### src/rtl/jk_mod_counter.sv
// ----------------------------------------------------------------------------
// jk_mod_counter
// 4-bit programmable-modulus up/down counter with synchronous load.
// Besides the registered count it exposes the J/K excitation that a bank of
// four external JK flip-flops would need in order to follow the same sequence.
// Any wrap produces a one-cycle terminal-count pulse (oTc) and sets a sticky
// overflow flag (oOvf). A load clears that flag.
// ----------------------------------------------------------------------------
module jk_mod_counter (
    input  logic       iClk,
    input  logic       iRst_n,
    input  logic       iEn,
    input  logic       iUp,
    input  logic       iLoad,
    input  logic [3:0] iData,
    input  logic [3:0] iMod,
    output logic [3:0] oQ,
    output logic [3:0] oJ,
    output logic [3:0] oK,
    output logic       oTc,
    output logic       oOvf
);

    // Operation chosen for the coming edge, in priority order: load, count, hold.
    typedef enum logic [1:0] {
        OpHold = 2'd0,
        OpLoad = 2'd1,
        OpUp   = 2'd2,
        OpDown = 2'd3
    } opSel_t;

    opSel_t     opSel;
    logic [3:0] topValue;   // M-1, the largest legal count
    logic [3:0] loadValue;  // iData clamped into 0..M-1
    logic [3:0] nextQ;      // count after the coming edge
    logic       wrapNext;   // the coming edge is a wrap

    // iMod = 0 stands for a modulus of 16. Subtracting one in 4-bit arithmetic
    // maps 0 to 15, so the top value needs no special case.
    assign topValue  = iMod - 4'd1;

    // "iData < M" is the same test as "iData <= M-1".
    assign loadValue = (iData <= topValue) ? iData : topValue;

    // Decode the strobes into a single operation.
    always_comb begin
        // NOTE: every signal assigned in a combinational block gets a default
        // first, so no path through the block can leave it unassigned and
        // infer a latch.
        opSel = OpHold;
        if (iLoad) begin
            opSel = OpLoad;
        end else if (iEn) begin
            opSel = iUp ? OpUp : OpDown;
        end
    end

    // Next count and wrap detection for the decoded operation.
    always_comb begin
        nextQ    = oQ;
        wrapNext = 1'b0;
        unique case (opSel)
            OpLoad: begin
                nextQ = loadValue;
            end
            OpUp: begin
                // ">=" rather than "==" so a count left above the top by a
                // modulus shrink also wraps to zero and reports a wrap.
                if (oQ >= topValue) begin
                    nextQ    = 4'd0;
                    wrapNext = 1'b1;
                end else begin
                    nextQ = oQ + 4'd1;
                end
            end
            OpDown: begin
                if (oQ == 4'd0) begin
                    nextQ    = topValue;
                    wrapNext = 1'b1;
                end else if (oQ > topValue) begin
                    // Out of range after a modulus shrink: pull back to the
                    // top without calling it a wrap.
                    nextQ = topValue;
                end else begin
                    nextQ = oQ - 4'd1;
                end
            end
            default: begin
                nextQ    = oQ;
                wrapNext = 1'b0;
            end
        endcase
    end

    // JK excitation: set bits going 0->1, clear bits going 1->0, never toggle.
    always_comb begin
        oJ = 4'b0000;
        oK = 4'b0000;
        // While reset is asserted the external flops are held at zero as
        // well, so no excitation is presented to them.
        if (iRst_n) begin
            oJ = ~oQ &  nextQ;
            oK =  oQ & ~nextQ;
        end
    end

    // Count, terminal-count pulse and sticky overflow registers.
    always_ff @(posedge iClk or negedge iRst_n) begin
        if (!iRst_n) begin
            oQ   <= 4'd0;
            oTc  <= 1'b0;
            oOvf <= 1'b0;
        end else begin
            // NOTE: state registers use non-blocking assignments so every
            // register samples the values from before the edge, regardless of
            // statement order.
            oQ  <= nextQ;
            oTc <= wrapNext;
            if (opSel == OpLoad) begin
                oOvf <= 1'b0;
            end else if (wrapNext) begin
                oOvf <= 1'b1;
            end
        end
    end

endmodule

### config.mk
export PLATFORM = sky130hd
export DESIGN_NAME = jk_mod_counter
export DESIGN_NICKNAME = d
export VERILOG_FILES = /design/src/rtl/jk_mod_counter.sv
export SDC_FILE = /design/constraint.sdc
export NUM_CORES = 1
export LEC_CHECK = 0
export CORE_ASPECT_RATIO = 1.25
export CORE_MARGIN = 5
export CORE_UTILIZATION = 51
export DETAILED_ROUTE_END_ITERATION = 10
export HOLD_SLACK_MARGIN = 0.05
export PLACE_DENSITY = 0.86
export SLEW_MARGIN = 20
export SYNTH_ARGS = -nofsm -noshare
export SYNTH_HDL_FRONTEND = slang
export SYNTH_SLANG_ARGS = --single-unit
### constraint.sdc
create_clock -name iClk -period 5.53 [get_ports iClk]
set_input_delay 0.8295 -clock iClk [delete_from_list [all_inputs] [get_ports iClk]]
set_output_delay 0.8295 -clock iClk [all_outputs]
set_load 0.01 [all_outputs]
# Word level (Yosys, flattened, before mapping)
# Cells that the tools add are included.
[totals] reg_bits=6 in_bits=13 output_inout_bits=14 word_cells=33
[classes] n_addsub=3 n_lt_le_gt_ge=3 eq_ne=3 n_mux=15 n_bitwise=4 n_reduce_logical=2
[op_table] operator="two-way mux 4 bit" n=6
[op_table] operator="one-hot mux 4 bit (3 select lines)" n=1
[op_table] operator="AND 4 bit" n=2
[op_table] operator="NOT 4 bit" n=2
[op_table] operator="subtractor 4 x 1 -> 4 bit (second input constant)" n=2
[op_table] operator="two-way mux 1 bit" n=5
[op_table] operator="adder 4 x 1 -> 4 bit (second input constant)" n=1
[op_table] operator="equality test 2 bit (second input constant)" n=2
[op_table] operator=">= comparator 4 bit" n=1
[op_table] operator="greater-than comparator 4 bit" n=1
[op_table] operator="less-or-equal comparator 4 bit" n=1
[op_table] operator="zero test 4 bit" n=1
[op_table] operator="two-way mux 2 bit" n=2
[op_table] operator="equality test 2 x 1 -> 1 bit (second input constant)" n=1
[op_table] operator="one-hot mux 1 bit (2 select lines)" n=1
[op_table] operator="nonzero test 2 bit" n=1

# Logic depth before layout (Yosys ltp)
# Gate-level depths: netlist (run 1).
[logic_depth] word_depth=8 ltp_mapped=11 ltp_nobuf=11

# Worst setup path after synthesis (run 1)
# No wires, ideal clock.
[synth_path] kind="in2out" startpoint="input iMod[0]" endpoint="output oJ[2]" arrival_ps=3088 t_required_ps=4701 slack_ps=1612 cell_stages=11 path_buffers=0 cell_sequence="inv_1 > ha_1 > xor2_1 > inv_1 > ha_1 > nand3b_1 > a32o_1 > maj3_1 > mux2_2 > o311a_1 > nor3b_1"
[synth_between] elab_chain_cells=7 word_cells_on_any_way=11 classes_between="1 x add/sub; 3 x order compare; 6 x mux; 1 x bitwise"
[synth_rtl] item="from (decl)" line_no="16" source="input logic [3:0] iMod,"
[synth_rtl] item="subtractor 4 x 1 -> 4 bit *" line_no="40" source="assign topValue = iMod - 4'd1;"
[synth_rtl] item="greater-than comparator 4 bit" line_no="80" source="end else if (oQ > topValue) begin"
[synth_rtl] item="two-way mux 4 bit" line_no="80"
[synth_rtl] item="two-way mux 4 bit" line_no="77" source="if (oQ == 4'd0) begin"
[synth_rtl] item="one-hot mux 4 bit (3 select lines) *" line_no="62" source="unique case (opSel)"
[synth_rtl] item="AND 4 bit *" line_no="102" source="oJ = ~oQ & nextQ;"
[synth_rtl] item="two-way mux 4 bit *" line_no="101" source="if (iRst_n) begin"
[synth_rtl] item="to (decl)" line_no="18" source="output logic [3:0] oJ,"
# Every way passes the cells marked *; elsewhere a longest branch is shown, timed or not.

# Worst setup path after layout (run 1)
[layout_path] startpoint="input iMod[0]" endpoint="output oK[0]"
[layout_between] elab_chain_cells=8 word_cells_on_any_way=12 classes_between="1 x add/sub; 3 x order compare; 6 x mux; 2 x bitwise"
[layout_rtl] item="subtractor 4 x 1 -> 4 bit *" line_no="40"
[layout_rtl] item="greater-than comparator 4 bit" line_no="80"
[layout_rtl] item="two-way mux 4 bit" line_no="80"
[layout_rtl] item="two-way mux 4 bit" line_no="77"
[layout_rtl] item="one-hot mux 4 bit (3 select lines) *" line_no="62"
[layout_rtl] item="NOT 4 bit *" line_no="103" source="oK = oQ & ~nextQ;"
[layout_rtl] item="AND 4 bit *" line_no="103"
[layout_rtl] item="two-way mux 4 bit *" line_no="101"
[layout_rtl] item="to (decl)" line_no="19" source="output logic [3:0] oK,"
# Marks and branches as above.

==> out/qor.txt, run 1 <==
Relative slew margins -> 54.1%
Final Total Pwr -> 302 uW
count of maximum capacitance violations -> 0
Die H -> 57.8 um
final core area utilization -> 68.3%
share of flip-flops with an asynchronous set or reset after synthesis -> 100%
Worst-path clk slew -> 0.05 ns
layout filler cell count -> 154
die width -> 48.3 um
total core area -> 0.00177 mm^2
source of the worst register-to-register timing path -> oQ[0]$_DFF_PN0_
area share of the largest cell type after synthesis -> 16.1%
portion of total power attributed to the clock network -> 13.6%
net switching fraction of the power -> 44.3%
FF-to-FF End -> oQ[2]$_DFF_PN0_
worst-case reg-to-reg path depth -> 7
sequential-to-total area share from yosys stat -> 16.1%
maximum clock frequency -> 0.193 GHz
Critical Path RT -> 4.70 ns
Least-Margin Pin Slew -> 0.687 ns
Final Skew -> 0.00148 ns
Ports -> 27
drt drc -> 0
Hold Crit Start -> oOvf$_DFFE_PN0P_
largest voltage drop on the vdd net -> 0.197 mV
top cell type by total area after synthesis -> sky130_fd_sc_hd__dfrtp_1
post-CTS setup buffers -> 0
Clock Path Buffers -> 2
post-layout instance area -> 0.00121 mm^2
effective utilization at floorplan -> 52.9%
detailed-route vias per instance -> 6.25
most area-consuming cells after synthesis -> sky130_fd_sc_hd__dfrtp_1, sky130_fd_sc_hd__ha_1, sky130_fd_sc_hd__xor2_1
count of final hold-check violations -> 0
complex-gate fraction of the synthesized area -> 22.4%
Max Used Layer -> met4
Inserted Clock Buffers -> 3
Clock Tree Root -> sky130_fd_sc_hd__clkbuf_4
number of pins exceeding their max-slew limit in the final report -> 0
Final Net Count -> 169
number of H-tree levels -> 1
Finished Layout Cells -> 164
number of flops mapped to enable cells by yosys -> 0
multi-input gate area in the final layout -> 716 um^2
post-synthesis average cell area -> 7.71 um^2
post-route ant nets -> 0
static power due to leakage -> 0.519 nW
synthesis warning total -> 0
P_sw -> 134 uW
total instance count after detailed placement -> 161
placed cell areas -> 0.00118 mm^2
area added between synthesis and finish -> 29.2%
class of the most critical setup path -> primary input to output port
fraction of synthesized area in multiplexers -> 2.28%
post-synthesis sequential element count -> 6
post-synth net total -> 143
class of the most critical hold timing path -> flip-flop to flip-flop
total congestion overflow after global routing -> 0
flip-flop and latch area -> 150 um^2
detailed-route wire length -> 2680 um
total negative slack for setup checks -> 0 ns
synthesized-area fraction occupied by and/or/nand/nor cells -> 31.4%
Avg WL per Cell -> 16.3 um
RePlAce Congestion -> 0.955
number of diodes added for antenna fixing -> 0
maximum number of pins on one net before global-route repair -> 13
fraction of synthesized cell area in xor and xnor cells -> 7.51%
Placement Rows -> 17
largest family of logic cells by synthesized area -> simple AND/OR/NAND/NOR gates
Critical Path Start Type -> primary input
fin worst setup slack -> 0.337 ns
proportion of layout cells with a drive suffix above 1 -> 6.21%
number of gates resized after CTS -> 0
power density of the placed cells -> 250 mW/mm^2
Worst R2R Setup Slack -> 3.13 ns
fin crit share -> 93.9%
most frequently used flop master after synthesis -> sky130_fd_sc_hd__dfrtp_1
count of endpoints failing setup in the final report -> 0
Routed met3 length -> 226 um
first-pass GRT wire length -> 4570 um
nature of the critical path endpoint -> output port
minimum setup slack after placement -> 0.366 ns
Post-Route Hold Slack -> 0.515 ns
gr usage total -> 21.9%
maximum fanout along the worst path -> 5
number of buffers added on ports -> 26
M1 WL -> 1080 um
run status -> finished clean
signal arrival time at the worst endpoint -> 4.36 ns
clock latency reported for the late side of the worst-skew pair -> 0.24 ns
CTS tree -> yes
Int Power -> 168 uW
number of clock sinks -> 6
clock period minus worst slack -> 5.19 ns
adder-cell area share of the yosys netlist -> 13.1%
first-pass detailed-route iteration total -> 4
portion of total power attributed to sequential cells -> 23.8%
setup repair after global routing missed its margin -> false
worst-case hold path end point -> oOvf$_DFFE_PN0P_
starting DRC count in detailed routing -> 32
met2 WL -> 1330 um
netlist area before placement -> 933 um^2
number of global-route vias before repair -> 1061
Worst Setup SP -> iMod[0]
die area -> 0.00279 mm^2
# hold bufs at CTS -> 0
count of mapped cells out of synthesis -> 121
DPL Wire Length -> 2100 um
part of the power in combinational logic -> 62.6%
number of unique standard cell types used by synthesis -> 44
antenna violations before repair -> 0
hold path cells -> 2
overall via count from detail_route -> 1025
flip-flops by register name, summed over array words and instances (netlist names):
name  flops
oTc       1
oOvf      1
oQ        4
layer usage:
| metal | vias to the layer above | global-route usage [%] |
|---|---|---|
| met1 | 464 | 26.4 |
| met4 | 0 | 5.77 |
| met3 | 6 | 5.28 |
| li1 | 499 | - |
| met2 | 56 | 36.9 |
| met5 | - | 0 |
worst max path at each step:
stage	slack (ns)	end	cells after the start
floorplan	1.61	oJ[2]	11
detailed placement	0.37	oJ[2]	13
finish	0.34	oK[0]	13
global placement	0.54	oJ[2]	13
CTS	0.37	oK[0]	13
global route	0.20	oK[0]	13
kinds of logic after synthesis:
group	after synthesis
AOI/OAI and AO/OA	30
xor gates and xnor gates	8
adders and majority gates	10
buffers and inverters	14
DFF	6
muxes	2
and+or+nand+nor	51
cell type report:
type / instances / share of cell area (%)
multi-input cells: 101 / 59.3
repair buffers: 26 / 21.6
flip-flops and latches: 6 / 12.4
inverters: 9 / 2.80
well taps: 19 / 1.97
clock buffers: 3 / 1.87
critical path, stage by stage:
cell and delay [ns]:
sky130_fd_sc_hd__clkdlybuf4s50_1 0.56, sky130_fd_sc_hd__inv_1 0.12, sky130_fd_sc_hd__ha_1 0.23, sky130_fd_sc_hd__xor2_1 0.25
sky130_fd_sc_hd__inv_1 0.12, sky130_fd_sc_hd__ha_1 0.33, sky130_fd_sc_hd__nand3b_1 0.09, sky130_fd_sc_hd__a32o_1 0.21
sky130_fd_sc_hd__maj3_1 0.42, sky130_fd_sc_hd__mux2i_1 0.22, sky130_fd_sc_hd__o311a_1 0.27, sky130_fd_sc_hd__and3_1 0.18
sky130_fd_sc_hd__clkdlybuf4s50_1 0.53
power groups by stage:
stage	Combinational [mW]	Sequential [mW]	Clock [mW]
6_report	0.189	0.0718	0.0410
4_1_cts	0.187	0.0715	0.0434
2_1_floorplan	0.130	0.0655	0
3_3_place_gp	0.182	0.0721	0
3_5_place_dp	0.186	0.0721	0
5_1_grt	0.207	0.0751	0.0465
cells in the final DEF, fill, tap and decap left out, types with 3 or more instances in the layout:
master / count
sky130_fd_sc_hd__ha_1: 9
sky130_fd_sc_hd__clkdlybuf4s50_1: 26
sky130_fd_sc_hd__xor2_1: 6
sky130_fd_sc_hd__nand2_1: 10
sky130_fd_sc_hd__a311oi_1: 3
sky130_fd_sc_hd__a21oi_1: 9
sky130_fd_sc_hd__nand4_1: 4
sky130_fd_sc_hd__inv_1: 9
sky130_fd_sc_hd__clkbuf_4: 3
sky130_fd_sc_hd__a31oi_1: 3
sky130_fd_sc_hd__nor2_1: 8
sky130_fd_sc_hd__nor3_1: 5
sky130_fd_sc_hd__nand3_1: 3
sky130_fd_sc_hd__dfrtp_1: 6
sky130_fd_sc_hd__nor2b_1: 3
cells in the mapped netlist (3+ instances only):
library cell	instances
sky130_fd_sc_hd__inv_1	9
sky130_fd_sc_hd__nand2_1	10
sky130_fd_sc_hd__ha_1	9
sky130_fd_sc_hd__nor2b_1	3
sky130_fd_sc_hd__a21oi_1	9
sky130_fd_sc_hd__a311oi_1	3
sky130_fd_sc_hd__xor2_1	6
sky130_fd_sc_hd__nor2_1	8
sky130_fd_sc_hd__dfrtp_1	6
sky130_fd_sc_hd__nor3_1	5
sky130_fd_sc_hd__a31oi_1	3
sky130_fd_sc_hd__nand4_1	4
sky130_fd_sc_hd__nand3_1	3
Note: power is estimated with default switching activity, not from simulation.
==> run 2, diff against run 1 <==
- CORE_ASPECT_RATIO: 1.25 -> unset
==> run 2 against run 1 <==
Against the previous run: final cell count increased by 3.7%; clock-buffer cell count unchanged; critical path depth is the same; clock power fell by 1%; cell area rose by 0.62%; global-route usage decreased by 1.8 points; worst setup slack improved by 0.034 ns; utilization increased by 2.0 points; critical endpoint is now oJ[2].
==> out/qor.txt, run 2 (same netlist as run 1, synthesis figures left out) <==
antenna violations before repair -> 0
total congestion overflow after global routing -> 0
number of H-tree levels -> 1
maximum clock frequency -> 0.194 GHz
total negative slack for setup checks -> 0 ns
overall via count from detail_route -> 1004
fin worst setup slack -> 0.371 ns
Critical Path Start Type -> primary input
fin crit share -> 93.3%
Critical Path RT -> 4.70 ns
Inserted Clock Buffers -> 3
most common cell after layout, fill and taps aside -> sky130_fd_sc_hd__clkdlybuf4s50_1
number of clock sinks -> 6
first-pass detailed-route iteration total -> 4
setup repair after global routing missed its margin -> false
registers with the highest flip-flop counts -> oQ: 4 flops, oOvf: 1 flops, oTc: 1 flops
power density of the placed cells -> 247 mW/mm^2
Avg WL per Cell -> 15.2 um
Relative slew margins -> 53.1%
Final Net Count -> 169
gr usage total -> 20.1%
count of endpoints failing setup in the final report -> 0
total instance count after detailed placement -> 167
number of flip-flops in the largest register -> 4
class of the most critical setup path -> primary input to output port
static power due to leakage -> 0.519 nW
drt drc -> 0
Least-Margin Pin Slew -> 0.701 ns
count of final hold-check violations -> 0
Final Skew -> 0.00373 ns
most used cells in the layout excluding fill and tap cells -> sky130_fd_sc_hd__clkdlybuf4s50_1, sky130_fd_sc_hd__nand2_1, sky130_fd_sc_hd__inv_1, sky130_fd_sc_hd__a21oi_1, sky130_fd_sc_hd__ha_1
number of diodes added for antenna fixing -> 0
Worst-path clk slew -> 0.04 ns
starting DRC count in detailed routing -> 41
number of gates resized after CTS -> 0
number of buffers added on ports -> 26
number of global-route vias before repair -> 1008
detailed-route wire length -> 2590 um
Placement Rows -> 15
Clock Tree Root -> sky130_fd_sc_hd__clkbuf_4
number of pins exceeding their max-slew limit in the final report -> 0
DPL Wire Length -> 2060 um
layout filler cell count -> 153
nature of the critical path endpoint -> output port
first-pass GRT wire length -> 4240 um
RePlAce Congestion -> 0.875
largest voltage drop on the vdd net -> 0.183 mV
Ports -> 27
class of the most critical hold timing path -> flip-flop to flip-flop
Largest Register -> oQ
die area -> 0.00279 mm^2
post-CTS setup buffers -> 0
signal arrival time at the worst endpoint -> 4.33 ns
# hold bufs at CTS -> 0
total core area -> 0.00173 mm^2
post-route ant nets -> 0
detailed-route vias per instance -> 5.91
clock latency reported for the late side of the worst-skew pair -> 0.25 ns
effective utilization at floorplan -> 54.1%
area added between synthesis and finish -> 30.0%
proportion of layout cells with a drive suffix above 1 -> 6.21%
clock period minus worst slack -> 5.16 ns
Finished Layout Cells -> 170
minimum setup slack after placement -> 0.369 ns
Clock Path Buffers -> 2
CTS tree -> yes
count of maximum capacitance violations -> 0
Die H -> 52.8 um
die width -> 52.8 um
maximum number of pins on one net before global-route repair -> 13
maximum fanout along the worst path -> 5
run status -> finished clean
## run 2: cell counts in the layout (fill, tap and decap cells not counted)
Identical to the previous run, type by type.
## run 2: metal layers
metal  GRT usage, %  vias up  wire, um  part of all wire, %
met4           8.09        0        43                  1.7
met5              0        -         0                    0
li1               -      502         -                    -
met3           7.12        6       170                  6.6
met1           23.1      457      1130                   44
met2           33.3       39      1240                   48
## run 2: stage by stage
step | cell area, um^2 | utilization [%] | power, mW | hold WS [ns]
after floorplan | 933 | - | 0.195 | 0.526
after global routing | 1210 | 70.3 | 0.325 | 0.523
after detailed placement | 1190 | 69.0 | 0.256 | 0.483
final | 1210 | 70.3 | 0.299 | 0.488
after global placement | 1190 | 69.0 | 0.250 | 0.480
after CTS | 1210 | 70.3 | 0.299 | 0.493
## run 2: path summary, 6_finish.rpt
path / slack (ns) / end / cells past startpoint / startpoint
max reg2reg: 3.13 / oQ[2]$_DFF_PN0_ / 7 / oQ[0]$_DFF_PN0_
min reg2reg: 0.49 / oOvf$_DFFE_PN0P_ / 2 / oOvf$_DFFE_PN0P_
max: 0.37 / oJ[2] / 13 / iMod[0]
max in group asynchronous: 4.33 / oOvf$_DFFE_PN0P_ / 1 / iRst_n
min: 0.49 / oOvf$_DFFE_PN0P_ / 2 / oOvf$_DFFE_PN0P_
min in group asynchronous: 0.89 / oQ[3]$_DFF_PN0_ / 1 / iRst_n
## run 2: worst max-delay path: stages
cell and delay [ns]:
sky130_fd_sc_hd__clkdlybuf4s50_1 0.55, sky130_fd_sc_hd__inv_1 0.12, sky130_fd_sc_hd__ha_1 0.23, sky130_fd_sc_hd__xor2_1 0.26, sky130_fd_sc_hd__inv_1 0.11, sky130_fd_sc_hd__ha_1 0.33, sky130_fd_sc_hd__nand3b_1 0.09, sky130_fd_sc_hd__a32o_1 0.21
sky130_fd_sc_hd__maj3_1 0.42, sky130_fd_sc_hd__mux2_2 0.30, sky130_fd_sc_hd__o311a_1 0.14, sky130_fd_sc_hd__nor3b_1 0.18, sky130_fd_sc_hd__clkdlybuf4s50_1 0.56
## run 2: final cells by class
| class | count | area [um^2] | area share [%] |
|---|---|---|---|
| clock buffers | 3 | 22.5 | 1.86 |
| inverters | 9 | 33.8 | 2.78 |
| multi-input cells | 101 | 716 | 59.0 |
| flip-flops and latches | 6 | 150 | 12.4 |
| well taps | 25 | 31.3 | 2.58 |
| repair buffers | 26 | 260 | 21.4 |
## run 2: power by group
group,internal [mW],total (mW),switching (mW)
Clock,0.0246,0.0405,0.0160
Sequential,0.0519,0.0709,0.0190
Combinational,0.0915,0.188,0.0963
